<file path="src/rtl/sine_cos_dds.sv">
// Quadrature DDS: phase accumulator feeding a 3-stage quarter-wave sine/cos LUT pipeline.
// Define SINE_COS_DDS_DITHER_EN to add LFSR phase dither ahead of truncation.
module sine_cos_dds #(
  parameter int WIDTH   = 8,
  parameter int PHASE_W = 16,
  parameter int LUT_AW  = 6,
  parameter logic [PHASE_W-1:0] FCW_INIT = PHASE_W'(16'h0400)
) (
  input  logic                      clk,
  input  logic                      reset,
  input  logic                      en,
  input  logic                      freq_we,
  input  logic [PHASE_W-1:0]        freq_in,
  input  logic [PHASE_W-1:0]        phase_off,
  input  logic                      sync,
  output logic signed [WIDTH-1:0]   sine,
  output logic signed [WIDTH-1:0]   cos,
  output logic                      valid
);

  localparam int N  = 1 << LUT_AW;
  localparam int PW = LUT_AW + 2;
  localparam int A  = (1 << (WIDTH - 1)) - 1;
  localparam logic [LUT_AW:0] NV = {1'b1, {LUT_AW{1'b0}}};

  // Quarter-wave table entry, evaluated only at elaboration time.
  function automatic logic [WIDTH-1:0] lut_entry(int j);
    real x;
    x = real'(A) * $sin(3.14159265358979323846 / 2.0 * real'(j) / real'(N));
    return WIDTH'($rtoi(x + 0.5));
  endfunction

  logic [WIDTH-1:0] lut [0:N];

  for (genvar j = 0; j <= N; j++) begin : g_lut
    assign lut[j] = lut_entry(j);
  end

  logic [PHASE_W-1:0] acc;
  logic [PHASE_W-1:0] fcw;
  logic [PHASE_W-1:0] p;
  logic [PW-1:0]      ph;

`ifdef SINE_COS_DDS_DITHER_EN
  localparam int DW = PHASE_W - PW;
  logic [15:0] lfsr;

  always_ff @(posedge clk or negedge reset) begin
    if (!reset)
      lfsr <= 16'hACE1;
    else if (en)
      lfsr <= lfsr[0] ? ((lfsr >> 1) ^ 16'hB400) : (lfsr >> 1);
  end

  assign p = acc + phase_off + PHASE_W'(lfsr[DW-1:0]);
`else
  assign p = acc + phase_off;
`endif

  assign ph = p[PHASE_W-1 -: PW];

  always_ff @(posedge clk or negedge reset) begin
    if (!reset)
      fcw <= FCW_INIT;
    else if (freq_we)
      fcw <= freq_in;
  end

  // sync wins over en; the increment uses the fcw held before this edge.
  always_ff @(posedge clk or negedge reset) begin
    if (!reset)
      acc <= '0;
    else if (sync)
      acc <= '0;
    else if (en)
      acc <= acc + fcw;
  end

  logic [1:0]        s1_qs, s1_qc;
  logic [LUT_AW-1:0] s1_i;
  logic              v1;

  always_ff @(posedge clk or negedge reset) begin
    if (!reset) begin
      s1_qs <= '0;
      s1_qc <= '0;
      s1_i  <= '0;
      v1    <= 1'b0;
    end else begin
      s1_qs <= ph[PW-1 -: 2];
      s1_qc <= ph[PW-1 -: 2] + 2'd1;
      s1_i  <= ph[LUT_AW-1:0];
      v1    <= en;
    end
  end

  // Odd quadrants read the table mirrored about the quarter point.
  logic [LUT_AW:0] addr_s, addr_c;

  always_comb begin
    addr_s = {1'b0, s1_i};
    addr_c = {1'b0, s1_i};
    if (s1_qs[0])
      addr_s = NV - {1'b0, s1_i};
    if (s1_qc[0])
      addr_c = NV - {1'b0, s1_i};
  end

  logic [WIDTH-1:0] s2_mag_s, s2_mag_c;
  logic             s2_neg_s, s2_neg_c;
  logic             v2;

  always_ff @(posedge clk or negedge reset) begin
    if (!reset) begin
      s2_mag_s <= '0;
      s2_mag_c <= '0;
      s2_neg_s <= 1'b0;
      s2_neg_c <= 1'b0;
      v2       <= 1'b0;
    end else begin
      s2_mag_s <= lut[addr_s];
      s2_mag_c <= lut[addr_c];
      s2_neg_s <= s1_qs[1];
      s2_neg_c <= s1_qc[1];
      v2       <= v1;
    end
  end

  // Outputs only change on a valid sample and otherwise hold.
  always_ff @(posedge clk or negedge reset) begin
    if (!reset) begin
      sine  <= '0;
      cos   <= '0;
      valid <= 1'b0;
    end else begin
      valid <= v2;
      if (v2) begin
        sine <= s2_neg_s ? -s2_mag_s : s2_mag_s;
        cos  <= s2_neg_c ? -s2_mag_c : s2_mag_c;
      end
    end
  end

endmodule

</file>
<file path="config.mk">
export PLATFORM = sky130hd
export DESIGN_NAME = sine_cos_dds
export DESIGN_NICKNAME = d
export VERILOG_FILES = /design/src/rtl/sine_cos_dds.sv
export SDC_FILE = /design/constraint.sdc
export NUM_CORES = 1
export LEC_CHECK = 0
export ABC_CLOCK_PERIOD_IN_PS = 3000
export CORE_ASPECT_RATIO = 0.8
export CORE_MARGIN = 2
export CORE_UTILIZATION = 54
export CTS_CLUSTER_DIAMETER = 200
export DETAILED_ROUTE_END_ITERATION = 16
export HOLD_SLACK_MARGIN = 0.02
export PLACE_DENSITY = 0.88
export SYNTH_ARGS = -nofsm -noshare
export SYNTH_HDL_FRONTEND = slang
export SYNTH_SLANG_ARGS = --single-unit
</file>
<file path="constraint.sdc">
create_clock -name clk -period 3 [get_ports clk]
set_input_delay 0.9 -clock clk [delete_from_list [all_inputs] [get_ports clk]]
set_output_delay 0.9 -clock clk [all_outputs]
set_load 0.1 [all_outputs]
</file>
==> results_dict.tcl <==
set metrics [dict create \
    cp.arrival_ns 3.06 \
    grt_pass1_wl_um 24700 \
    end_kind "register" \
    rows 33 \
    drt-total-wl_um 14700 \
    synth.area.top_cells "dfrtp_1 33%, ha_1 7.5%, a21oi_1 4.7%" \
    synthTopCellsByCount "76 x dfrtp_1, 58 x nor2_1, 55 x a21oi_1" \
    post-place-cells 842 \
    fin_crit_sh_pct 93.0 \
    num_antenna_cells 0 \
    synth_fa_ha_area_share_pct 7.85 \
    period_minus_slack_ns 2.79 \
    setup_violations 0 \
    combPwrFrac_pct 66.4 \
    swShare_pct 51.3 \
    async_flop_share_pct 100 \
    die_h_um 97.0 \
    hold_path_startpoint "v1" \
    synth.area.mux_share_pct 6.09 \
    root_buffer "clkbuf_16" \
    port_buffers 53 \
    track_usage_pct 26.0 \
    synth_compound_area_share_pct 24.6 \
    postLayoutCoreUtil_pct 66.4 \
    rsz0062_at_grt "no" \
    drt-pass1-iter-count 7 \
    netlist.area_leader.share_pct 32.6 \
    maxCapViolCount 0 \
    cts_tree "yes" \
    ant_nets 0 \
    clk_pin_slew_ns 0.06 \
    yosys.area.top_type "dfrtp_1" \
    drive_above_1_share_pct 16.0 \
    cts_buffers 9 \
    syn_avg_cell_area_um2 8.96 \
    slew_headroom_pct 35.6 \
    ys_ff_latch 77 \
    synth_area_um2 5830 \
    ys.warnings.count 0 \
    dieArea_um2 11700 \
    startpoint "phase_off[3]" \
    antenna_found_initial 0 \
    synth_edf_count 0 \
    synthFlopType "dfrtp_1" \
    cts_sinks 77 \
    timing.fmax_ghz 0.358 \
    grt_max_degree 78 \
    hold_path.class "register to register" \
    p_per_area_nw_per_um2 1260 \
    postCtsHoldBufs 0 \
    intPower_uw 4210 \
    synthSimpleGateAreaFrac_pct 16.8 \
    synth_xor_area_share_pct 7.08 \
    area_delta_synth_final_pct 17.9 \
    fin_tns_setup_ns 0 \
    cts_resized 0 \
    wl_per_cell_um 17.1 \
    finalClockSkew_ns 0.00918 \
    yosysSeqAreaShare_pct 33.1 \
    tightest_slew_ns 0.965 \
    pwr-share-clk_pct 12.9 \
    drtIter0Drc 660 \
    fin_cells 858 \
    critPathKind "input port to register" \
    hpwl_um 10900 \
    rr_worst_depth 8 \
    seq_power_share_pct 20.7 \
    yosysMostFrequentCell "dfrtp_1" \
    hold_viol_final 0 \
    gp_congestion 0.953 \
    vias 5451 \
    cts_setup_buffers 0 \
    crit_fanout 5 \
    ios 54 \
    layout.nets 786 \
    synth_cell_types 84 \
    syn_nets 724 \
    holdPathStages 0 \
    clockBufferDepth 2 \
    viasPerCell 6.35 \
    insertion_delay_ns 0.34 \
    p_sw_uw 4430 \
    n_fill_cell 817 \
    grt_overflow_total 0 \
    status "finished clean" \
    slew_violations 0 \
    synth_top_family_by_area "compound AO/OA/AOI/OAI gates" \
    start_kind "input port" \
    p_leak_uw 0.00294 \
    required_ns 3.27 \
    cts-htree-levels 3 \
    power.total_uw 8640 \
    core_area_um2 10400 \
    grt_pass1_vias 5052 \
    start_util_pct 56.3 \
    die_x_um 120 \
    drc 0 \
    ir_worst_vdd_uv 487 \
    r2r-start "s1_i[1]" \
    synth_cells 651 \
]
-- worst max-delay path, stage by stage --
cell	delay, ns
clkdlybuf4s50_1	0.44
ha_1	0.24
nor3_1	0.15
a22oi_1	0.11
buf_4	0.16
a311oi_1	0.37
a21oi_1	0.23
o21ai_0	0.29
nor2b_1	0.17
-- cells by family (layout without fill, tap and decap cells) --
family / count (synthesis) / after routing
adder cells (fa/ha/maj): 36 / 36
AO/OA/AOI/OAI: 211 / 211
XOR/XNOR: 39 / 39
flip-flops: 77 / 77
AND/OR/NAND/NOR: 199 / 199
buffers and inverters: 57 / 124
multiplexers: 32 / 32
-- cell type report --
type | instances | area, um^2 | area share, %
repair buffers | 89 | 756 | 11.0
multi-input cells | 517 | 3640 | 52.9
flip-flops and latches | 77 | 1930 | 28.0
clock buffers | 9 | 225 | 3.28
inverters | 19 | 71.3 | 1.04
well taps | 140 | 175 | 2.55
clock inverters | 7 | 80.1 | 1.16
-- power by group through the flow --
stage | Sequential (uW) | Clock (uW) | Combinational (uW)
final | 1790 | 1110 | 5730
after global routing | 1840 | 1170 | 6200
after CTS | 1790 | 1120 | 5630
after detailed placement | 1810 | 0 | 5590
after global placement | 1780 | 0 | 5540
after floorplan | 2390 | 0 | 3620
-- cells in the final DEF (no fill, tap or decap), drive strengths merged, types with 9 or more instances in the layout --
cell type,count
dfrtp,76
nor2,58
a21oi,56
buf,54
nand2,49
o21ai,44
ha,35
clkdlybuf4s50,35
nand3,22
inv,22
nor3,21
xor2,20
xnor2,19
mux2,18
o211ai,14
mux2i,13
a211oi,12
nand2b,10
a21o,10
o31ai,10
clkbuf,9
-- path summary, 6_finish.rpt --
kind | end | slack (ns)
max in group asynchronous | fcw[12] | 1.67
min in group asynchronous | cos[2] | 0.69
hold reg to reg | v2 | 0.35
hold / removal | v2 | 0.35
setup / recovery | s1_qs[0] | 0.21
setup reg to reg | s2_mag_c[2] | 0.43
-- through the flow --
stage,hold WS (ns),setup WS (ns),instance area [um^2]
floorplan,0.331,0.467,5830
global placement,0.334,0.0212,6570
detailed placement,0.335,0.000241,6570
CTS,0.348,0.252,6880
global route,0.364,0.00822,6880
finish,0.347,0.209,6880
-- flip-flops by register name, summed over array words and instances, names as in the netlist, 2 cells and up --
name      cells
s2_mag_c      7
fcw          16
cos           8
s1_qc         2
s1_i          6
acc          16
sine          8
s2_mag_s      7
s1_qs         2
-- metal layers --
layer	part of all wire, %	vias to the layer above	wire length (um)	track usage, %
li1	-	2545	-	-
met1	43	2563	6370	36.5
met2	45	312	6590	39.8
met3	9.8	31	1440	6.07
met4	1.8	0	268	7.96
met5	0	-	0	0
Power figures use the tool's default switching activity.
==> patch 1, RTL diff (same settings) <==
Build with the macro `SINE_COS_DDS_DITHER_EN` defined.
--- a/src/rtl/sine_cos_dds.sv
+++ b/src/rtl/sine_cos_dds.sv
@@ -1,5 +1,7 @@
 // Quadrature DDS: phase accumulator feeding a 3-stage quarter-wave sine/cos LUT pipeline.
 // Define SINE_COS_DDS_DITHER_EN to add LFSR phase dither ahead of truncation.
+`define SINE_COS_DDS_DITHER_EN
+
 module sine_cos_dds #(
   parameter int WIDTH   = 8,
   parameter int PHASE_W = 16,
Function: changed (Yosys sat finds a counterexample within 4 cycles, from zero or initial values and one cycle with reset low).
==> patch 1 against the unedited design <==
  * Sequential cell count increased by 16
  * Worst setup slack got worse by 0.15 ns
  * Cell area increased by 11%
  * Clock skew about the same
  * Routed wire length increased by 4.3%
  * Critical path depth increased by 4
  * Area after synthesis increased by 10%
  * Critical path type unchanged
Power is not shown: default switching activity piles up to over one toggle a cycle in this logic, so the estimate is an artifact.
==> patch 1: results (changes against the unedited design) <==
* Reg2reg start: lfsr[7]
* Gate count after technology mapping at 693 (+6.5%)
* List of most frequent post-synthesis cells: sky130_fd_sc_hd__dfrtp_1 (84), sky130_fd_sc_hd__a21oi_1 (63), sky130_fd_sc_hd__nor2_1 (63), sky130_fd_sc_hd__nand2_1 (60)
* Area used by multi-input combinational logic at 3919 um2 (+7.6%)
* Wire length of the first global-routing pass at 25.60 mm (+3.5%)
* Number of nets in the synthesized netlist at 779 (+7.6%)
* Fill count at 849 (+3.9%)
* Critical Path Fanout Max at 3 (-2)
* Outcome: completed
* Sequential cell area fraction in the yosys report at 36.40% (+3.3 points)
* Total GRT Usage at 24.45% (-1.6 points)
* Length in cells of the worst reg-to-reg path at 11 (+3)
* Total wire length after detailed routing at 15.31 mm (+4.3%)
* Top area cells in the synthesized netlist: sky130_fd_sc_hd__dfrtp_1 (33%), sky130_fd_sc_hd__ha_1 (8.0%), sky130_fd_sc_hd__mux2_2 (5.1%)
* Count of clock-net buffers in the final layout at 11 (+2)
* DRT Pass-1 Iters at 5 (-2)
* Origin of the worst setup path: phase_off[8]
* Largest registers: acc x16, fcw x16, lfsr x16
* Sequential share of cell area at 30.50% (+2.5 points)
* Worst Clk Skew at 0.009515 ns (+0.0003377 ns)
* Number of warning messages in the yosys log at 0 (unchanged)
* Number of non-filler instances in the completed layout at 916 (+6.8%)
* Proportion of layout cells with a drive suffix above 1 at 20.44% (+4.4 points)
* Transition at the pin with the smallest max-transition slack at 0.8569 ns (-0.1086 ns)
* Multi-input combinational gate total at 529 (+2.3%)
* Share of the final layout cell area in multi-input gates at 51.12% (-1.8 points)
* Clk cell area share at 3.607% (-0.83 points)
* Post-detailed-route via-to-cell ratio at 5.980 (-5.9%)
* Metal3 WL at 986 um (-32%)
* Relative area of non-clock buffer cells in the final design at 10.74% (-0.25 points)
* Placed wire-length estimate at 10.67 mm (-2.2%)
* Routed metal-1 wire length at 6.530 mm (+2.5%)
* Number of signal-net buffers in the layout at 97 (+9.0%)
* Count of standard-cell rows at 35 (+6.1%)
* Initial detailed-routing violation count at 600 (-9.1%)
* Largest net degree at the start of global routing at 49 (-37%)
* Routed wl met2 at 7.482 mm (+14%)
* Vias in the first global route at 5309 (+5.1%)
* Worst hold path stage count at 0 (unchanged)
* Non-clock inverter count at 33 (+14)
-- patch 1: critical path, stage by stage --
cell and delay, ns:
sky130_fd_sc_hd__clkdlybuf4s50_1 0.44, sky130_fd_sc_hd__ha_1 0.33, sky130_fd_sc_hd__ha_1 0.36, sky130_fd_sc_hd__nand3_2 0.12
sky130_fd_sc_hd__a211oi_4 0.05, sky130_fd_sc_hd__buf_4 0.13, sky130_fd_sc_hd__buf_4 0.12, sky130_fd_sc_hd__buf_4 0.12
sky130_fd_sc_hd__buf_4 0.13, sky130_fd_sc_hd__buf_4 0.12, sky130_fd_sc_hd__buf_4 0.13, sky130_fd_sc_hd__a21o_1 0.15
sky130_fd_sc_hd__nor2_1 0.10
-- patch 1: per-layer routing --
metal  GRT usage (%)  vias up
met1           32.73     2597
met2           40.90      233
met3           4.860       28
met5               0        -
met4           7.185        0
li1                -     2620
-- patch 1: worst paths after layout --
check                           slack [ns]        to
worst max-delay path                  0.06   s1_i[2]
worst min-delay path                  0.35  s2_neg_s
worst max register to register        0.33  s1_qs[1]
worst min register to register        0.35  s2_neg_s
max in group asynchronous             1.77   fcw[10]
min in group asynchronous             0.56   sine[3]
-- patch 1: cell families (layout without fill, tap and decap cells) --
| kind of cell | count (synthesis) | after routing | synth area share (%) |
|---|---|---|---|
| compound gates | 201 | 201 | 20.18 |
| simple gates | 181 | 181 | 12.56 |
| flops | 93 | 93 | 36.40 |
| buf+inv | 71 | 146 | 4.714 |
| xor+xnor | 54 | 54 | 8.239 |
| fa+ha+maj | 49 | 49 | 10.48 |
| mux | 44 | 44 | 7.421 |
-- patch 1: what timing repair did --
item | in CTS | in global routing
endpoints found under the hold margin | 0 | 0
setup buffers | 12 | 0
setup endpoints to repair | 8 | 5
pin swaps | 26 | 11
resized for setup | 27 | 8
==> patch 2, RTL diff (same settings) <==
Made on the original files. Register the output `sine` once more, with the module's reset; this adds one clock of latency there. The other outputs are not delayed to match.
--- a/src/rtl/sine_cos_dds.sv
+++ b/src/rtl/sine_cos_dds.sv
@@ -22,6 +22,8 @@
   localparam int PW = LUT_AW + 2;
   localparam int A  = (1 << (WIDTH - 1)) - 1;
   localparam logic [LUT_AW:0] NV = {1'b1, {LUT_AW{1'b0}}};
+
+  logic signed [WIDTH-1:0] sine_s0;
 
   // Quarter-wave table entry, evaluated only at elaboration time.
   function automatic logic [WIDTH-1:0] lut_entry(int j);
@@ -129,17 +131,25 @@
   // Outputs only change on a valid sample and otherwise hold.
   always_ff @(posedge clk or negedge reset) begin
     if (!reset) begin
-      sine  <= '0;
+      sine_s0 <= '0;
       cos   <= '0;
       valid <= 1'b0;
     end else begin
       valid <= v2;
       if (v2) begin
-        sine <= s2_neg_s ? -s2_mag_s : s2_mag_s;
+        sine_s0 <= s2_neg_s ? -s2_mag_s : s2_mag_s;
         cos  <= s2_neg_c ? -s2_mag_c : s2_mag_c;
       end
     end
   end
 
+  always_ff @(posedge clk or negedge reset) begin
+    if (!reset) begin
+      sine <= '0;
+    end else begin
+      sine <= sine_s0;
+    end
+  end
+
 endmodule
 
Behaviour: not the same (Yosys sat finds a counterexample within 4 cycles, from zero or initial values and one cycle with reset low).
==> patch 2 against the unedited design <==
  * Sequential cell count rose by 8
  * Worst hold slack improved by 0.0026 ns
  * Register-to-register slack got worse by 0.25 ns
  * Cell area fell by 1.7%
  * Routed wire length fell by 3.0%
  * Worst setup slack got worse by 0.091 ns
  * Clock skew barely moved
  * Area after synthesis fell by 1.7%
  * Highest routed layer unchanged
Power is not shown: default switching activity piles up to over one toggle a cycle in this logic, so the estimate is an artifact.
==> patch 2: results (changes against the unedited design) <==
* Avg Synthesized Cell Area at 9.148 um2 (+2.1%)
* Length in cells of the worst reg-to-reg path at 10 (+2)
* Max stage delay on crit path at 0.41 ns (-0.03 ns)
* Total GRT Usage at 26.36% (+0.35 points)
* List of most frequent post-synthesis cells: sky130_fd_sc_hd__dfrtp_1 (84), sky130_fd_sc_hd__nor2_1 (67), sky130_fd_sc_hd__a21oi_1 (62), sky130_fd_sc_hd__nand2_1 (56), sky130_fd_sc_hd__ha_1 (35)
* Origin of the worst setup path: phase_off[6]
* Reg2reg start: acc[0]
* Dpl cells at 819 (-2.7%)
* Clk buf depth at 2 (unchanged)
* Final antenna diode count at 0 (unchanged)
* Worst setup path end: s1_qc[1]
* Sequential cell area fraction in the yosys report at 37.11% (+4.1 points)
* Top_reg_cell synth: sky130_fd_sc_hd__dfrtp_1
* DRT Pass-1 Iters at 8 (+1)
* Number of nets in the synthesized netlist at 700 (-3.3%)
* Number of nets in the final layout at 763 (-2.9%)
* Placed wire-length estimate at 10.30 mm (-5.7%)
* Number of non-filler instances in the completed layout at 835 (-2.7%)
* Initial detailed-routing violation count at 414 (-37%)
* Vias in the first global route at 5031 (-0.42%)
* Slowest library cell on the worst path: sky130_fd_sc_hd__clkdlybuf4s50_1
* Outcome: completed
* Library cells used by synthesis at 70 (-17%)
* Wire length of the first global-routing pass at 23.94 mm (-3.2%)
* Reg-to-reg setup timing slack at 0.18 ns (-0.25 ns)
* Async SR Flop Fraction at 100.0% (unchanged)
* Critical Path Fanout Max at 3 (-2)
* Routed metal-1 wire length at 6.083 mm (-4.6%)
* Max-slew headroom at 39.01% (+3.4 points)
* Critical Path AT at 3.15 ns (+0.09 ns)
* Routed wl met2 at 6.825 mm (+3.6%)
* Metal3 WL at 1.007 mm (-30%)
* Met2 Usage GRT at 45.79% (+6.0 points)
* Latest clock arrival within the worst-skew pair at 0.34 ns (about the same)
* Proportion of layout cells with a drive suffix above 1 at 15.11% (-0.91 points)
* Number of warning messages in the yosys log at 0 (unchanged)
* Total wire length after detailed routing at 14.23 mm (-3.0%)
* Top area cells in the synthesized netlist: sky130_fd_sc_hd__dfrtp_1 (37%), sky130_fd_sc_hd__ha_1 (7.6%), sky130_fd_sc_hd__a21oi_1 (5.4%)
* Count of buffers added by post-CTS timing repair for setup at 0 (unchanged)
* Largest net degree at the start of global routing at 48 (-38%)
* Met1 global-route usage at 32.72% (-3.8 points)
* Number of vias in the routed layout at 5094 (-6.5%)
* Path category of the worst min-delay check: flop to flop
* Largest registers: acc x16, fcw x16
* Met3 Track Usage GR at 5.806% (-0.27 points)
* Final GP Congestion at 0.9013 (-5.4%)
* Worst Clk Skew at 0.009479 ns (+0.0003015 ns)
* Number of H-tree levels at 3 (unchanged)
* Endpoint of the worst register-to-register path: acc[12]
* Cell class contributing the biggest share of worst-path delay: compound AO/OA/AOI/OAI gates
## patch 2: changes by cell type in the layout (fill, tap and decap cells not counted), sizes merged, moves of 5 or more
cell | before | now
nor2 | 58 | 68
nand2 | 49 | 58
nand3 | 22 | 13
o21ai | 44 | 35
dfrtp | 76 | 84
inv | 22 | 30
a21o | 10 | 3
nor3 | 21 | 14
a21oi | 56 | 62
nand2b | 10 | 5
o211ai | 14 | 9
## patch 2: kinds of logic after synthesis
| family | Yosys count | share of synthesized area (%) |
|---|---|---|
| buffers and inverters | 59 | 4.843 |
| AOI/OAI and AO/OA | 179 | 20.90 |
| adders and majority gates | 36 | 7.984 |
| xor gates and xnor gates | 42 | 7.265 |
| DFF | 85 | 37.11 |
| and+or+nand+nor | 190 | 15.16 |
| muxes | 36 | 6.741 |
## patch 2: layout make-up
| cell class | count | area [um2] |
|---|---|---|
| Tap cell | 140 | 175.2 |
| Fill cell | 822 | 3518 |
| Sequential cell | 85 | 2128 |
| Inverter | 25 | 93.84 |
| Multi-Input combinational cell | 483 | 3329 |
| Clock inverter | 7 | 65.06 |
| Clock buffer | 9 | 225.2 |
| Timing Repair Buffer | 86 | 745.7 |
## patch 2: metrics by stage
step           worst slack (ns)  utilization [%]  cell area [um2]  setup TNS [ns]
2_1_floorplan            0.3888                -             5736               0
3_3_place_gp           -0.07520            62.95             6472        -0.09240
3_5_place_dp            -0.1373            62.95             6472         -0.3770
4_1_cts                  0.1162            65.78             6763               0
5_1_grt                 0.03869            65.78             6763               0
6_report                 0.1174            65.78             6763               0
## patch 2: worst min path at each step
stage,startpoint,to,slack (ns),depth (start not counted)
global placement,v1,v2,0.33,0
CTS,v1,v2,0.35,0
finish,v1,v2,0.35,0
detailed placement,v1,v2,0.34,0
floorplan,s1_qc[1],s2_neg_c,0.33,0
global route,v1,v2,0.36,0
